`src/rtl/lsu_seq.sv`:
```
`default_nettype none
// ============================================================================
// Module   : lsu_seq
// Purpose  : Load/store sequencer. Accepts one memory request, checks
//            alignment, runs a single-beat pipelined Wishbone B4 cycle on a
//            64-bit bus, places store bytes on lanes, and aligns and extends
//            load data for writeback.
// Revision : 1.0 - initial release
// ----------------------------------------------------------------------------
// Ports:
//   clk_i, reset_i         clock, asynchronous active-high reset
//   req_i .. rd_i          request from execute (sampled when busy_o=0)
//   busy_o                 pipeline stall while an access is in flight
//   done_o, rwe_o, rd_o    completion pulse, reg write enable, dest reg
//   rdat_o                 extended load result (held between loads)
//   misaligned_o, buserr_o fault flags, valid with done_o
//   wbm_*                  Wishbone B4 pipelined master port
// ============================================================================
module lsu_seq #(
  parameter int unsigned TIMEOUT = 255
) (
  input  logic        clk_i,
  input  logic        reset_i,
  input  logic        req_i,
  input  logic        we_i,
  input  logic [1:0]  size_i,
  input  logic        unsigned_i,
  input  logic [63:0] addr_i,
  input  logic [63:0] dat_i,
  input  logic [4:0]  rd_i,
  output logic        busy_o,
  output logic        done_o,
  output logic        rwe_o,
  output logic [4:0]  rd_o,
  output logic [63:0] rdat_o,
  output logic        misaligned_o,
  output logic        buserr_o,
  output logic        wbm_cyc_o,
  output logic        wbm_stb_o,
  output logic        wbm_we_o,
  output logic [63:0] wbm_adr_o,
  output logic [7:0]  wbm_sel_o,
  output logic [63:0] wbm_dat_o,
  input  logic [63:0] wbm_dat_i,
  input  logic        wbm_ack_i,
  input  logic        wbm_err_i,
  input  logic        wbm_stall_i
);

  typedef enum logic [1:0] {
    S_IDLE = 2'd0,
    S_REQ  = 2'd1,
    S_WAIT = 2'd2,
    S_FIN  = 2'd3
  } state_t;

  // Counter value at which the next bus cycle without a response aborts.
  localparam logic [7:0] TO_LAST = 8'(TIMEOUT - 1);

  state_t      state, state_nxt;
  logic [7:0]  to_cnt, to_cnt_nxt;
  logic        we_q, we_nxt;
  logic [1:0]  size_q, size_nxt;
  logic        uns_q, uns_nxt;
  logic [2:0]  off_q, off_nxt;

  logic        busy_nxt, done_nxt, rwe_nxt, mis_nxt, berr_nxt;
  logic        cyc_nxt, stb_nxt, bwe_nxt;
  logic [4:0]  rd_nxt;
  logic [63:0] rdat_nxt, adr_nxt, wdat_nxt;
  logic [7:0]  sel_nxt;

  // --------------------------------------------------------------------------
  // Request decode: lane mask and alignment check on the live request inputs
  // --------------------------------------------------------------------------
  logic        misaligned_in;
  logic [7:0]  lane_mask;
  logic [7:0]  sel_in;
  logic [63:0] store_lanes;

  always_comb begin
    lane_mask     = 8'h01;
    misaligned_in = 1'b0;
    unique case (size_i)
      2'd0: begin
        lane_mask     = 8'h01;
        misaligned_in = 1'b0;
      end
      2'd1: begin
        lane_mask     = 8'h03;
        misaligned_in = addr_i[0];
      end
      2'd2: begin
        lane_mask     = 8'h0F;
        misaligned_in = |addr_i[1:0];
      end
      default: begin
        lane_mask     = 8'hFF;
        misaligned_in = |addr_i[2:0];
      end
    endcase
  end

  // Only used for aligned requests, so the shifted mask never overflows.
  assign sel_in      = lane_mask << addr_i[2:0];
  assign store_lanes = dat_i << {addr_i[2:0], 3'b000};

  // --------------------------------------------------------------------------
  // Load data: shift the addressed lane down, then sign/zero extend
  // --------------------------------------------------------------------------
  logic [63:0] load_raw;
  logic [63:0] load_ext;

  assign load_raw = wbm_dat_i >> {off_q, 3'b000};

  always_comb begin
    load_ext = load_raw;
    unique case (size_q)
      2'd0:    load_ext = {{56{~uns_q & load_raw[7]}},  load_raw[7:0]};
      2'd1:    load_ext = {{48{~uns_q & load_raw[15]}}, load_raw[15:0]};
      2'd2:    load_ext = {{32{~uns_q & load_raw[31]}}, load_raw[31:0]};
      default: load_ext = load_raw;
    endcase
  end

  // --------------------------------------------------------------------------
  // Next-state and next-output logic. Every output is registered, so this
  // block computes the value each output register takes at the next edge.
  // --------------------------------------------------------------------------
  logic resp_seen;

  always_comb begin
    state_nxt  = state;
    to_cnt_nxt = to_cnt;
    we_nxt     = we_q;
    size_nxt   = size_q;
    uns_nxt    = uns_q;
    off_nxt    = off_q;
    rd_nxt     = rd_o;
    rdat_nxt   = rdat_o;
    adr_nxt    = wbm_adr_o;
    sel_nxt    = wbm_sel_o;
    wdat_nxt   = wbm_dat_o;
    rwe_nxt    = 1'b0;
    mis_nxt    = 1'b0;
    berr_nxt   = 1'b0;
    // In REQ a response only counts once the request itself is taken.
    resp_seen  = (state == S_WAIT) || !wbm_stall_i;

    unique case (state)
      S_IDLE: begin
        if (req_i) begin
          we_nxt     = we_i;
          size_nxt   = size_i;
          uns_nxt    = unsigned_i;
          off_nxt    = addr_i[2:0];
          rd_nxt     = rd_i;
          to_cnt_nxt = 8'd0;
          if (misaligned_in) begin
            state_nxt = S_FIN;
            mis_nxt   = 1'b1;
          end else begin
            state_nxt = S_REQ;
            adr_nxt   = {addr_i[63:3], 3'b000};
            sel_nxt   = sel_in;
            wdat_nxt  = we_i ? store_lanes : 64'd0;
          end
        end
      end

      S_REQ, S_WAIT: begin
        if (resp_seen && wbm_err_i) begin
          // err wins over a simultaneous ack
          state_nxt = S_FIN;
          berr_nxt  = 1'b1;
        end else if (resp_seen && wbm_ack_i) begin
          state_nxt = S_FIN;
          if (!we_q) begin
            rwe_nxt  = 1'b1;
            rdat_nxt = load_ext;
          end
        end else if (to_cnt == TO_LAST) begin
          state_nxt = S_FIN;
          berr_nxt  = 1'b1;
        end else begin
          to_cnt_nxt = to_cnt + 8'd1;
          if (state == S_REQ && !wbm_stall_i) begin
            state_nxt = S_WAIT;
          end
        end
      end

      default: begin
        state_nxt = S_IDLE;
      end
    endcase

    // FIN always leaves after one cycle, so entering it marks completion.
    done_nxt = (state_nxt == S_FIN);
    busy_nxt = (state_nxt != S_IDLE);
    cyc_nxt  = (state_nxt == S_REQ) || (state_nxt == S_WAIT);
    stb_nxt  = (state_nxt == S_REQ);
    bwe_nxt  = cyc_nxt & we_nxt;
  end

  // --------------------------------------------------------------------------
  // State and output registers
  // --------------------------------------------------------------------------
  always_ff @(posedge clk_i or posedge reset_i) begin
    if (reset_i) begin
      state        <= S_IDLE;
      to_cnt       <= 8'd0;
      we_q         <= 1'b0;
      size_q       <= 2'd0;
      uns_q        <= 1'b0;
      off_q        <= 3'd0;
      busy_o       <= 1'b0;
      done_o       <= 1'b0;
      rwe_o        <= 1'b0;
      misaligned_o <= 1'b0;
      buserr_o     <= 1'b0;
      rd_o         <= 5'd0;
      rdat_o       <= 64'd0;
      wbm_cyc_o    <= 1'b0;
      wbm_stb_o    <= 1'b0;
      wbm_we_o     <= 1'b0;
      wbm_adr_o    <= 64'd0;
      wbm_sel_o    <= 8'd0;
      wbm_dat_o    <= 64'd0;
    end else begin
      state        <= state_nxt;
      to_cnt       <= to_cnt_nxt;
      we_q         <= we_nxt;
      size_q       <= size_nxt;
      uns_q        <= uns_nxt;
      off_q        <= off_nxt;
      busy_o       <= busy_nxt;
      done_o       <= done_nxt;
      rwe_o        <= rwe_nxt;
      misaligned_o <= mis_nxt;
      buserr_o     <= berr_nxt;
      rd_o         <= rd_nxt;
      rdat_o       <= rdat_nxt;
      wbm_cyc_o    <= cyc_nxt;
      wbm_stb_o    <= stb_nxt;
      wbm_we_o     <= bwe_nxt;
      wbm_adr_o    <= adr_nxt;
      wbm_sel_o    <= sel_nxt;
      wbm_dat_o    <= wdat_nxt;
    end
  end

endmodule
`default_nettype wire

```
`config.mk`:
```
export PLATFORM = sky130hd
export DESIGN_NAME = lsu_seq
export DESIGN_NICKNAME = d
export VERILOG_FILES = /design/src/rtl/lsu_seq.sv
export SDC_FILE = /design/constraint.sdc
export NUM_CORES = 1
export LEC_CHECK = 0
export CAP_MARGIN = 10
export CORE_AREA = 10 10 145 247
export DETAILED_ROUTE_END_ITERATION = 6
export DIE_AREA = 0 0 155 257
export PLACE_DENSITY = 0.72
export SLEW_MARGIN = 30
export SYNTH_ARGS = -nofsm -noshare
export SYNTH_HDL_FRONTEND = slang
export SYNTH_SLANG_ARGS = --single-unit
export TNS_END_PERCENT = 1
```
`constraint.sdc`:
```
create_clock -name clk_i -period 10.55 [get_ports clk_i]
set_input_delay 3.165 -clock clk_i [delete_from_list [all_inputs] [get_ports clk_i]]
set_output_delay 3.165 -clock clk_i [all_outputs]
set_load 0.03 [all_outputs]
```
# Word-level counts from Yosys, hierarchy flattened
# Index checks and enable logic that the tools add are counted.
# word_totals
regBits	227
inputBits	207
out_inout_bits	213
# op_classes
n_addsub	1
eq_ne	14
shifts	3
muxes	29
bitwise	8
reduce_logical	18
# ops
cell	n
64-bit case mux with 3 select lines	1
64-bit 2-to-1 mux	1
64-bit by 6-bit << shifter with 64-bit output	1
64-bit by 6-bit >> shifter with 64-bit output	1
8-bit 2-to-1 mux	4
8-bit case mux with 3 select lines	1
8-bit case mux with 2 select lines	1
1-bit 2-to-1 mux	13
2-bit 2-to-1 mux	6
2-bit equality test (second input constant)	5
8-bit by 1-bit adder with 8-bit output (second input constant)	1
2-bit by 1-bit equality test with 1-bit output (second input constant)	4
8-bit equality test (second input constant)	1
2-bit != test (second input constant)	4
8-bit by 3-bit << shifter with 8-bit output	1
2-bit zero test	3
5-bit AND reduction	1
1-bit AND	4
1-bit NOT	4
2-bit case mux with 2 select lines	1
4-bit AND reduction	1
2-bit nonzero test	2
2-bit OR reduction	2
1-bit logical AND	3
other kinds (6)	7

# Depth between registers and ports, before layout
# Gate-level depths: netlist of the first run.
# logic_depth
ltp_word	10
depth_mapped	9

# Least setup slack after synthesis of the first run
# Ideal clock, no wire load.
# synth_timing
kind	input to register
start	input port addr_i[1]
end	register wbm_dat_o[32]
setup_time_ps	121
arrival_ps	4630
required_ps	10429
setup_slack_ps	5799
cell_stages	6
path_buffers	4
cell_sequence	clkbuf_1 > buf_1 > buf_2 > clkbuf_1 > o22ai_1 > a22o_1
# synth_between
elab_chain_cells	4
elab_cells_between_ends	7
classes_between	shift (1); mux (2); bitwise (1); reduce/logical (3)
# synth_lines
item	line	text
start: declaration	28	input logic [63:0] addr_i,
parallel branches: the longest is 4 deep, another holds 64-bit by 6-bit << shifter with 64-bit output	n/a	
end signal: assignment	249	wbm_dat_o <= wdat_nxt;
end: declaration	43	output logic [63:0] wbm_dat_o,
# Parallel ways; which one is timed is not known.
# A chain may end at the register's enable or synchronous reset.

# Worst setup path after layout of the first run
# layout_timing
start	input port addr_i[2]
end	register wbm_adr_o[50]
# layout_between
elab_chain_cells	4
# layout_lines
item	line	text
3-bit OR reduction	99	misaligned_in = |addr_i[2:0];
1-bit case mux with 3 select lines	84	unique case (size_i)
1-bit NOT (no line)	n/a	
3-bit AND reduction (no line)	n/a	
end signal: assignment	247	wbm_adr_o <= adr_nxt;
end: declaration	41	output logic [63:0] wbm_adr_o,
# No other way between the ends.

==> results.txt, run 1 <==
The flow ran to the end, and the final reports show no timing, DRC or antenna violations. The number of hold violations in the final report is 0. In the final routed layout, each cell accounts on average for 24.94 um. Across the VDD grid, the largest voltage drop is 247.4 uV. The effective utilization at floorplan came out at 0.3942. The startpoint class of the critical path is a primary input. The number of input and output port buffers inserted is 416. Row generation in the floorplan step produced 86 rows.

The share of the cycle needed by the critical path after routing is 0.5448. The DRC marker count from the first detailed-route iteration came out at 732. The post-route cell area is 0.01753 mm^2.

The actual transition at the worst max-transition pin is 0.9698 ns. The number of buffers created by CTS is 23. Counting every sink on the clock net gives 227. For this run, the slowest stage of the critical path takes 0.77 ns. The post-synthesis cell type count is 60. The via count of the first global-routing pass was 11,590. The CTS tree is done. The critical path's slowest cell is sky130_fd_sc_hd__buf_4. The fraction of the yosys area taken by sequential cells is 0.4570. The maximum fanout count along the critical path is 71. The instance count of the mapped netlist came out at 1,143.

The worst setup path is of the in2reg kind. The global placement routability congestion came out at 0.9338. The number of buffers between clock root and the deepest sink is 3. The total power per unit cell area came out at 303.4 mW/mm^2.

Setup repair after global routing left no endpoint under its margin. Data on the critical path arrives at its endpoint at 6.16 ns. By instance count, the cell type seen most on the critical path is sky130_fd_sc_hd__buf_4. The end of the worst hold path is wbm_dat_o[19]$_DFFE_PP0P_.

The yosys synthesis warning count came out at 0. The share of synthesized flip-flops with an asynchronous set or reset is 1.000. The share of layout cells above drive strength 1 came out at 0.1318. The final critical-path required period came out at 5.747 ns.

The cell depth of the worst flop-to-flop path is 6. For this run, the total global-route usage over all layers was measured as 0.2285. The via density per instance came out at 5.827. In this run the critical register-to-register path is launched from off_q[2]$_DFFE_PP0P_. The minimum setup slack among reg-to-reg paths came out at 7.33 ns.

The die outline area is 0.03984 mm^2. In this run the clock root is driven by a sky130_fd_sc_hd__clkbuf_16. The leakage dissipation is 0.007307 uW. The die span in x is 155 um. The post-route setup TNS is 0 ns. The wire length after detailed routing is 47,570 um. Summed over all layers, the global routing overflow is 0. The min-delay analysis places its worst path in the category reg2reg. The number of slew-limit violations in the final report is 0.

In this run the most critical hold path is launched from wbm_dat_o[19]$_DFFE_PP0P_. The number of remaining DRC errors is 0. The post-layout net count is 1,709. After clock tree synthesis, the clock-pin slew on the worst setup and hold paths is 0.07 ns. The most common cell after layout, fill and taps aside is sky130_fd_sc_hd__clkdlybuf4s50_1. The H-tree depth is 1.

From bottom edge to top edge, the die measures 257 um. The clock latency of the later-clocked register in the worst-skew pair is 0.53 ns. Headroom to the max-slew limit came out at 0.3495. The antenna violation net count after detailed routing is 0.

The final setup violation count came out at 0. The synthesized design contains 0 enable-type register cells. The dominant synthesized flop cell is sky130_fd_sc_hd__dfrtp_1. The post-cts hold buffer count is 0. The global-route wire length before repair came out at 71,900 um.

The placed standard-cell area came out at 0.01678 mm^2. Counting instances, the worst hold path has a depth of 2. The top cell types in the final layout, fill and taps aside, are 414 x sky130_fd_sc_hd__clkdlybuf4s50_1, 225 x sky130_fd_sc_hd__dfrtp_1, 105 x sky130_fd_sc_hd__mux2i_1, 100 x sky130_fd_sc_hd__nand2_1, 97 x sky130_fd_sc_hd__mux2_2. The mean post-synth cell area came out at 10.87 um^2. The capturing point of the worst reg2reg path is rdat_o[30]$_DFFE_PP0P_. The via count came out at 11,110. The core outline area came out at 0.03153 mm^2. After clock tree synthesis, the setup repair step added 0 buffers.

The mapped netlist covers 0.01243 mm^2. The clock arrives with 0.01500 ns of skew. The critical path goes through clkdlybuf4s50_1, buf_4, a21o_1, a211o_4, buf_4, mux2_2.

The worst setup path is captured at a register. Derived from the worst setup path, the maximum achievable clock frequency is 174.0 MHz. The count of max-cap constraint violations came out at 0. The top-level I/O count is 420.

The endpoint required time on the critical path came out at 10.96 ns. The number of synthesized register bits came out at 227. The initial antenna violation count came out at 0.

Before antenna repair, the detailed router went through 5 iterations. The number of gates resized after CTS is 0. Relative to the synthesized area, the layout overhead comes to 41.03%. The half-perimeter wire length after placement came out at 35,910 um.

The largest net degree at the start of global routing came out at 156.
[synthesized netlist by cell type (all sizes together), types with 21 or more instances]
cell / count / share of area
dfrtp: 227 / 0.46
mux2i: 105 / 0.085
nand2: 100 / 0.030
mux2: 97 / 0.088
nor2: 77 / 0.023
clkbuf: 60 / 0.018
a31oi: 52 / 0.026
o21ai: 51 / 0.021
buf: 47 / 0.020
a21oi: 44 / 0.018
mux4: 36 / 0.065
a22o: 21 / 0.015
[power by group]
group | total [uW] | leakage, uW | switching [uW] | internal [uW]
clock network | 826 | 0.000374 | 363 | 463
logic | 2910 | 0.00410 | 1690 | 1220
registers | 1580 | 0.00283 | 318 | 1260
total | 5320 | 0.00731 | 2370 | 2950
[worst max path at each step]
stage	startpoint	endpoint	slack, ns	depth (start not counted)
5_1_grt	addr_i[2]	wbm_adr_o[50]$_DFFE_PP0P_	4.68	6
3_3_place_gp	addr_i[2]	wbm_dat_o[34]$_DFFE_PP0P_	4.18	6
4_1_cts	addr_i[2]	wbm_adr_o[50]$_DFFE_PP0P_	4.87	6
3_5_place_dp	addr_i[2]	wbm_adr_o[50]$_DFFE_PP0P_	4.30	6
6_report	addr_i[2]	wbm_adr_o[50]$_DFFE_PP0P_	4.80	6
2_1_floorplan	reset_i	buserr_o$_DFF_PP0_	1.17	1
[cell families after synthesis]
family          count (synthesis)  share of synthesized area
simple gates                  250                    0.09009
buf+inv                       121                    0.04198
xor+xnor                        1                  0.0007048
mux                           238                     0.2377
flops                         227                     0.4570
fa+ha+maj                       9                   0.009060
compound gates                296                     0.1632
other cells                     1                  0.0003017
[critical path: cells and delay by family]
| kind | cells | cell delay, ns |
|---|---|---|
| AO/OA/AOI/OAI | 2 | 0.83 |
| buffers and inverters | 3 | 1.61 |
| multiplexers | 1 | 0.43 |
[per-layer routing]
layer,track usage,share of wire,vias to the layer above
met1,0.2423,0.35,5484
met5,0,0,-
met4,0.1322,0.062,0
met2,0.4040,0.52,539
li1,-,-,4975
met3,0.05027,0.076,114
[layout make-up]
class	instances	area, um^2
Clock inverter	10	82.58
Antenna cell	1	2.502
Sequential cell	227	5683
Fill cell	2796	14000
Tap cell	396	495.5
Inverter	14	61.31
Multi-Input combinational cell	797	6274
Clock buffer	32	659.4
Timing Repair Buffer	430	4272
[flip-flops by register name, summed over array words and instances, names as in the netlist, 2 cells and up]
signal and flops:
wbm_adr_o 61, size_q 2, wbm_sel_o 8, state 2, rd_o 5, to_cnt 8, wbm_dat_o 64, off_q 3
rdat_o 64
[stage by stage]
step / hold WS (ns) / util / total power, uW / cells / setup WS [ns]
final: 0.4828 / 0.5560 / 5319 / 1907 / 4.803
after global routing: 0.5016 / 0.5559 / 5580 / 1906 / 4.680
after CTS: 0.4837 / 0.5559 / 5353 / 1906 / 4.869
after detailed placement: 0.4696 / 0.5324 / 4509 / 1864 / 4.303
after global placement: 0.4584 / 0.5322 / 4459 / 1864 / 4.183
after floorplan: 0.4808 / - / 3250 / 1145 / 1.165
(Power assumes the default switching activity.)
==> run 2, diff against run 1 <==
- clock period: 10.55 -> 5.6 ns (I/O delays scaled with it)
==> run 2 against run 1 <==
  * Flip-flop and latch count unchanged
  * Global-route usage is 0.29 points higher
  * Worst setup slack lost 2.9 ns
  * Clock power increased by 80%
  * Clock skew is 0.0020 ns higher
  * Sequential power rose by 88%
  * Largest power group unchanged
  * Critical path depth unchanged
==> results.txt, run 2 (synthesis results as in run 1) <==
The worst hold slack came out at 0.4768 ns (was 0.4828 ns). The largest net degree at the start of global routing came out at 84 (was 156). The post-cts hold buffer count came to 0 (unchanged).

The class of the worst hold path is reg2reg (unchanged). The number of slew-limit violations in the final report is 0 (unchanged). The die height is 257 um (unchanged). The most common cell after layout, fill and taps aside is sky130_fd_sc_hd__clkdlybuf4s50_1 (unchanged). The data arrival at the endpoint of the critical path came to 4.05 ns (was 6.16 ns).

The layout filler cell count is 2,764 (was 2,796). The count of max-cap constraint violations is 0 (unchanged). The via count of the first global-routing pass is 11,800 (was 11,590). The peak ir drop on the vdd network is 374.0 uV (was 247.4 uV).

The antenna violation net count after detailed routing came to 0 (unchanged). The floorplan row count was 86 (unchanged). The placed standard-cell area came out at 0.01690 mm^2 (was 0.01678 mm^2). The top-level I/O count came out at 420 (unchanged). The final core utilization is 0.5583 (was 0.5560). The clock latency of the later-clocked register in the worst-skew pair is 0.53 ns (about the same). The CTS tree is done (unchanged).

Outcome: completed (unchanged). The number of buffers created by CTS came to 23 (unchanged). The post-route cell area came to 0.01760 mm^2 (was 0.01753 mm^2).

The leftover overflow at the end of global routing is 0 (unchanged). The die span in x is 155 um (unchanged). The number of buffer and inverter stages on the critical path is 2 (was 3).

The die outline area was 0.03984 mm^2 (unchanged). The leakage dissipation is 0.007339 uW (was 0.007307 uW). The clock-pin transition on the worst setup and hold timing paths is 0.06 ns (was 0.07 ns).

The share of layout cells above drive strength 1 came to 0.1334 (was 0.1318). The via density per instance came out at 5.774 (was 5.827). Leading registers by flop count: rdat_o: 64 flops, wbm_dat_o: 64 flops, wbm_adr_o: 61 flops (unchanged). Most used cells in the layout excluding fill and tap cells: 414 x sky130_fd_sc_hd__clkdlybuf4s50_1, 225 x sky130_fd_sc_hd__dfrtp_1, 105 x sky130_fd_sc_hd__mux2i_1, 100 x sky130_fd_sc_hd__nand2_1, 97 x sky130_fd_sc_hd__mux2_2 (unchanged). The final setup violation count was 0 (unchanged). The worst slack at placement is 1.413 ns (was 4.303 ns). The half-perimeter wire length after placement came out at 37,100 um (was 35,910 um). The number of optimization iterations in the first detailed-route pass came out at 4 (was 5).

The clock sink count came to 227 (unchanged). The remaining max-slew budget at the tightest pin is 0.3612 (was 0.3495). The number of remaining DRC errors is 0 (unchanged).

The cell family with the largest share of critical-path delay is buffers and inverters (unchanged). The maximum fanout count along the critical path is 48 (was 71). The startpoint class of the critical path was a primary input (unchanged). The post-layout net count came out at 1,720 (was 1,709). The global-route wire length before repair is 72,510 um (was 71,900 um). The post-route setup TNS came to 0 ns (unchanged). The multi-input combinational cell area came out at 0.006269 mm^2 (was 0.006274 mm^2). The number of gates resized after CTS came out at 0 (unchanged).

Critical path cell sequence: clkdlybuf4s50_1, mux4_2, a22o_1, a311oi_4, buf_4, a41oi_1 (was clkdlybuf4s50_1, buf_4, a21o_1, a211o_4, buf_4, mux2_2). The endpoint required time on the critical path is 5.95 ns (was 10.96 ns). The global placement routability congestion is 0.9370 (was 0.9338).

The buffer count from post-CTS setup fixing came out at 0 (unchanged). The final critical-path required period came out at 3.695 ns. The highest clock frequency the design can meet is 270.7 MHz. RSZ-0062 raised after global routing: no (unchanged). The critical path's slowest cell is sky130_fd_sc_hd__mux4_2 (was sky130_fd_sc_hd__buf_4). The number of hold violations in the final report came out at 0 (unchanged).

The detail-routed net length per standard cell is 25.17 um (was 24.94 um). The wire length after detailed routing is 48,180 um (was 47,570 um). The worst clock skew is 0.01703 ns (was 0.01500 ns). Of the available clock period, the critical path in the final layout requires 0.6598. The type of element capturing the critical path was a register (unchanged). The area growth from synthesis to final layout came out at 41.61% (was 41.03%). The global-route usage over all layers came out at 0.2314 (was 0.2285).

The number of buffers between clock root and the deepest sink was 3 (unchanged). The via count is 11,050 (was 11,110). The number of input and output port buffers inserted is 416 (unchanged). The worst-case setup margin in the final layout came out at 1.905 ns (was 4.803 ns).

The initial antenna violation count came out at 2 (was 0). The H-tree depth came out at 1 (unchanged). The buffer cell driving the clock tree root was sky130_fd_sc_hd__clkbuf_16 (unchanged). The startpoint-to-endpoint class of the critical path is in2reg (unchanged). The actual transition at the worst max-transition pin came to 0.9562 ns (was 0.9698 ns). The total power per unit cell area is 567.5 mW/mm^2 (was 303.4 mW/mm^2). The effective utilization at floorplan came out at 0.3942 (unchanged). The core outline area is 0.03153 mm^2 (unchanged).

The sequential standard cell area came to 0.005685 mm^2 (was 0.005683 mm^2). The worst stage delay on the critical path is 0.57 ns (was 0.77 ns). The DRC marker count from the first detailed-route iteration is 646 (was 732).
## run 2: worst paths after layout
check | slack [ns] | to | from | cells past startpoint
worst max-delay path | 1.91 | rdat_o[30]$_DFFE_PP0P_ | wbm_dat_i[63] | 6
worst min-delay path | 0.48 | wbm_dat_o[13]$_DFFE_PP0P_ | wbm_dat_o[13]$_DFFE_PP0P_ | 2
worst max register to register | 2.71 | rdat_o[30]$_DFFE_PP0P_ | off_q[1]$_DFFE_PP0P_ | 5
worst min register to register | 0.48 | wbm_dat_o[13]$_DFFE_PP0P_ | wbm_dat_o[13]$_DFFE_PP0P_ | 2
max in group asynchronous | 3.22 | wbm_dat_o[45]$_DFFE_PP0P_ | reset_i | 3
min in group asynchronous | 1.55 | rdat_o[61]$_DFFE_PP0P_ | reset_i | 2
## run 2: where the power goes
part	total, uW	internal [uW]	switching [uW]	leakage (uW)
combinational	5530	2330	3200	0.00417
sequential	2970	2380	589	0.00283
clock	1490	831	659	0.000343
total	9990	5540	4450	0.00734
## run 2: layout make-up
type / count / share of cell area
repair buffers: 441 / 0.2499
clock inverters: 6 / 0.003341
diodes: 4 / 0.0005687
clock buffers: 29 / 0.03568
well taps: 396 / 0.02815
flip-flops and latches: 227 / 0.3230
multi-input cells: 797 / 0.3561
inverters: 14 / 0.003199
## run 2: tightest hold or removal path, stage by stage, from the launching register on
cell,delay [ns]
sky130_fd_sc_hd__dfrtp_1,0.34
sky130_fd_sc_hd__nand2_1,0.05
sky130_fd_sc_hd__o31ai_1,0.05
## run 2: layer usage
layer / wire [um] / global-route usage
met2: 24810 / 0.4081
met3: 3498 / 0.05010
met4: 3311 / 0.1480
met5: 0 / 0
met1: 16570 / 0.2413
## run 2: stage by stage
step,std cells,power [uW]
after floorplan,1145,6123
after global placement,1874,8436
after detailed placement,1875,8532
after CTS,1910,10050
after global routing,1913,10470
final,1914,9988
==> run 3, diff against run 2 <==
- clock period: 5.6 -> 3.6 ns (I/O delays scaled with it)
==> run 3 against run 2 <==
  * Flip-flop and latch count did not move
  * Total power is 61% higher
  * Final cell count up 1.2%
  * Critical endpoint is now rdat_o[40]
  * Combinational power is 57% higher
  * First-iteration DRC count is 5.3% higher
  * Worst setup slack lost 1.1 ns
  * Clock power is 84% higher
  * Largest power group unchanged
  * Sequential share of layout area decreased by 0.67 points
  * Largest cell class unchanged
==> results.txt, run 3 (synthesis results as in run 1) <==
Outcome: completed (unchanged). The post-cts hold buffer count came to 0 (unchanged). The met3 routing resource usage after global routing came to 0.05010 (unchanged).

The worst-case setup margin in the final layout was 0.7785 ns (was 1.905 ns). The worst slack at placement came out at 0.3102 ns (was 1.413 ns). The type of element capturing the critical path is an output port (was register). The critical path's slowest cell is sky130_fd_sc_hd__clkdlybuf4s50_1 (was sky130_fd_sc_hd__mux4_2). The final total power came out at 16,050 uW (was 9988 uW). The count of cell instances traversed by the critical path was 1 (was 6). The global-route usage over all layers is 0.2330 (was 0.2314). The actual transition at the worst max-transition pin is 0.9404 ns (was 0.9562 ns). The number of buffers between clock root and the deepest sink came out at 3 (unchanged). The remaining max-slew budget at the tightest pin came out at 0.3731 (was 0.3612). The final setup violation count came out at 0 (unchanged).

The number of optimization iterations in the first detailed-route pass came to 5 (was 4). The leftover overflow at the end of global routing was 0 (unchanged). The global placement routability congestion is 0.9093 (was 0.9370). The global-route wire length before repair came out at 73,070 um (was 72,510 um). Static timing analysis puts the maximum clock frequency at 354.4 MHz. Most used cells in the layout excluding fill and tap cells: 414 x sky130_fd_sc_hd__clkdlybuf4s50_1, 225 x sky130_fd_sc_hd__dfrtp_1, 105 x sky130_fd_sc_hd__mux2i_1, 100 x sky130_fd_sc_hd__nand2_1, 97 x sky130_fd_sc_hd__mux2_2 (unchanged). The number of slew-limit violations in the final report is 0 (unchanged).

The DRC marker count from the first detailed-route iteration is 680 (was 646). The number of gates resized after CTS came out at 0 (unchanged). The area growth from synthesis to final layout is 44.56% (was 41.61%). The peak ir drop on the vdd network is 728.1 uV (was 374.0 uV). The via density per instance is 5.798 (was 5.774). The via count came to 11,230 (was 11,050).

Critical path cell sequence: clkdlybuf4s50_1 (was clkdlybuf4s50_1, mux4_2, a22o_1, a311oi_4, buf_4, a41oi_1). The clock sink count came out at 227 (unchanged). The number of buffer and inverter stages on the critical path is 1 (was 2). The data arrival at the endpoint of the critical path is 1.74 ns (was 4.05 ns). The largest net degree at the start of global routing came out at 98 (was 84). The detail-routed net length per standard cell came out at 24.94 um (was 25.17 um). The cell depth of the worst flop-to-flop path came to 6 (was 5).

The cell family with the largest share of critical-path delay is buffers and inverters (unchanged). The worst hold slack came out at 0.4746 ns (was 0.4768 ns). The most common cell after layout, fill and taps aside was sky130_fd_sc_hd__clkdlybuf4s50_1 (unchanged). The number of buffers created by CTS came out at 24 (was 23). The startpoint-to-endpoint class of the critical path is reg2out (was in2reg). The met1 usage in global routing came to 0.2409 (was 0.2413).

The wire length after detailed routing was 48,300 um (was 48,180 um). The global-route met2 utilization came to 0.4164 (was 0.4081). The initial antenna violation count was 3 (was 2). The number of instances in the placed design came to 1,892 (was 1,875). The post-layout net count is 1,738 (was 1,720). The endpoint required time on the critical path is 2.52 ns (was 5.95 ns). The count of max-cap constraint violations is 0 (unchanged). The floorplan row count is 86 (unchanged). The share of the cycle needed by the critical path after routing is 0.7838. The count of placed standard cells in the final layout, fillers left out is 1,937 (was 1,914). The number of remaining DRC errors came out at 0 (unchanged). The maximum fanout count along the critical path came to 2 (was 48).

The worst stage delay on the critical path came out at 0.74 ns (was 0.57 ns). Leading registers by flop count: rdat_o: 64 flops, wbm_dat_o: 64 flops, wbm_adr_o: 61 flops (unchanged). The startpoint class of the critical path is a register (was primary input). The share of layout cells above drive strength 1 is 0.1456 (was 0.1334). The core outline area was 0.03153 mm^2 (unchanged).

The buffer cell driving the clock tree root is sky130_fd_sc_hd__clkbuf_16 (unchanged). The half-perimeter wire length after placement is 37,090 um (was 37,100 um). The effective utilization at floorplan is 0.3942 (unchanged). The total power per unit cell area came out at 893.0 mW/mm^2 (was 567.5 mW/mm^2).

The H-tree depth was 1 (unchanged). The final critical-path required period is 2.822 ns. The class of the worst hold path was reg2reg (unchanged). The worst clock skew came out at 0.01464 ns (was 0.01703 ns). The antenna violation net count after detailed routing came out at 0 (unchanged). The number of hold violations in the final report came to 0 (unchanged). The clock latency of the later-clocked register in the worst-skew pair is 0.53 ns (about the same). The buffer count from post-CTS setup fixing was 0 (unchanged).

The CTS tree is done (unchanged). The die outline area was 0.03984 mm^2 (unchanged). The worst hold path depth is 2 (unchanged).

The peak-usage layer in the global routing report was met2 (unchanged). The die height was 257 um (unchanged). The via count of the first global-routing pass came out at 11,750 (was 11,800). The leakage dissipation is 0.007527 uW (was 0.007339 uW). The top-level I/O count was 420 (unchanged). RSZ-0062 raised after global routing: no (unchanged). The number of input and output port buffers inserted came out at 416 (unchanged). The clock-pin transition on the worst setup and hold timing paths is 0.06 ns (about the same).

The die span in x is 155 um (unchanged).
-- run 3: changes by cell type in the layout (fill, tap and decap cells not counted), sizes merged --
cell | previous run | this run
bufinv | 1 | 5
diode | 4 | 3
clkbuf | 29 | 32
buf | 27 | 44
-- run 3: stage by stage --
step / area, um^2 / util / setup TNS [ns]
finish: 17970 / 0.5699 / 0
global route: 17970 / 0.5699 / 0
CTS: 17960 / 0.5697 / 0
detailed placement: 17110 / 0.5427 / 0
global placement: 17110 / 0.5427 / 0
floorplan: 12440 / - / -101.24
-- run 3: worst register-to-register path, stage by stage (launching register included) --
cell and delay [ns]:
sky130_fd_sc_hd__dfrtp_2 0.73, sky130_fd_sc_hd__buf_4 0.47, sky130_fd_sc_hd__mux2i_1 0.28, sky130_fd_sc_hd__and3b_1 0.24, sky130_fd_sc_hd__o31ai_4 0.18, sky130_fd_sc_hd__buf_4 0.39
sky130_fd_sc_hd__a31oi_1 0.18
-- run 3: worst paths after layout --
check | start | end | slack [ns]
hold / removal | wbm_dat_o[22]$_DFFE_PP0P_ | wbm_dat_o[22]$_DFFE_PP0P_ | 0.47
max in group asynchronous | reset_i | wbm_dat_o[36]$_DFFE_PP0P_ | 2.04
setup / recovery | rdat_o[40]$_DFFE_PP0P_ | rdat_o[40] | 0.78
min in group asynchronous | reset_i | rdat_o[2]$_DFFE_PP0P_ | 0.98
setup reg to reg | off_q[1]$_DFFE_PP0P_ | rdat_o[36]$_DFFE_PP0P_ | 1.00
hold reg to reg | wbm_dat_o[22]$_DFFE_PP0P_ | wbm_dat_o[22]$_DFFE_PP0P_ | 0.47
-- run 3: cell type report --
type	count	area, um^2
clock inverters	10	178.9
inverters	14	56.30
well taps	396	495.5
repair buffers	458	4607
clock buffers	32	671.9
multi-input cells	797	6269
fillers	2715	13560
flip-flops and latches	227	5683
diodes	3	7.507
-- run 3: power breakdown --
part	switching (uW)	total (uW)	internal, uW
logic	5000	8690	3690
registers	919	4620	3700
clock network	1070	2740	1670
total	6980	16000	9060
-- run 3: per-layer routing --
metal	part of all wire	wire length, um
met1	0.34	16220
met2	0.52	25270
met3	0.075	3631
met4	0.066	3180
met5	0	0
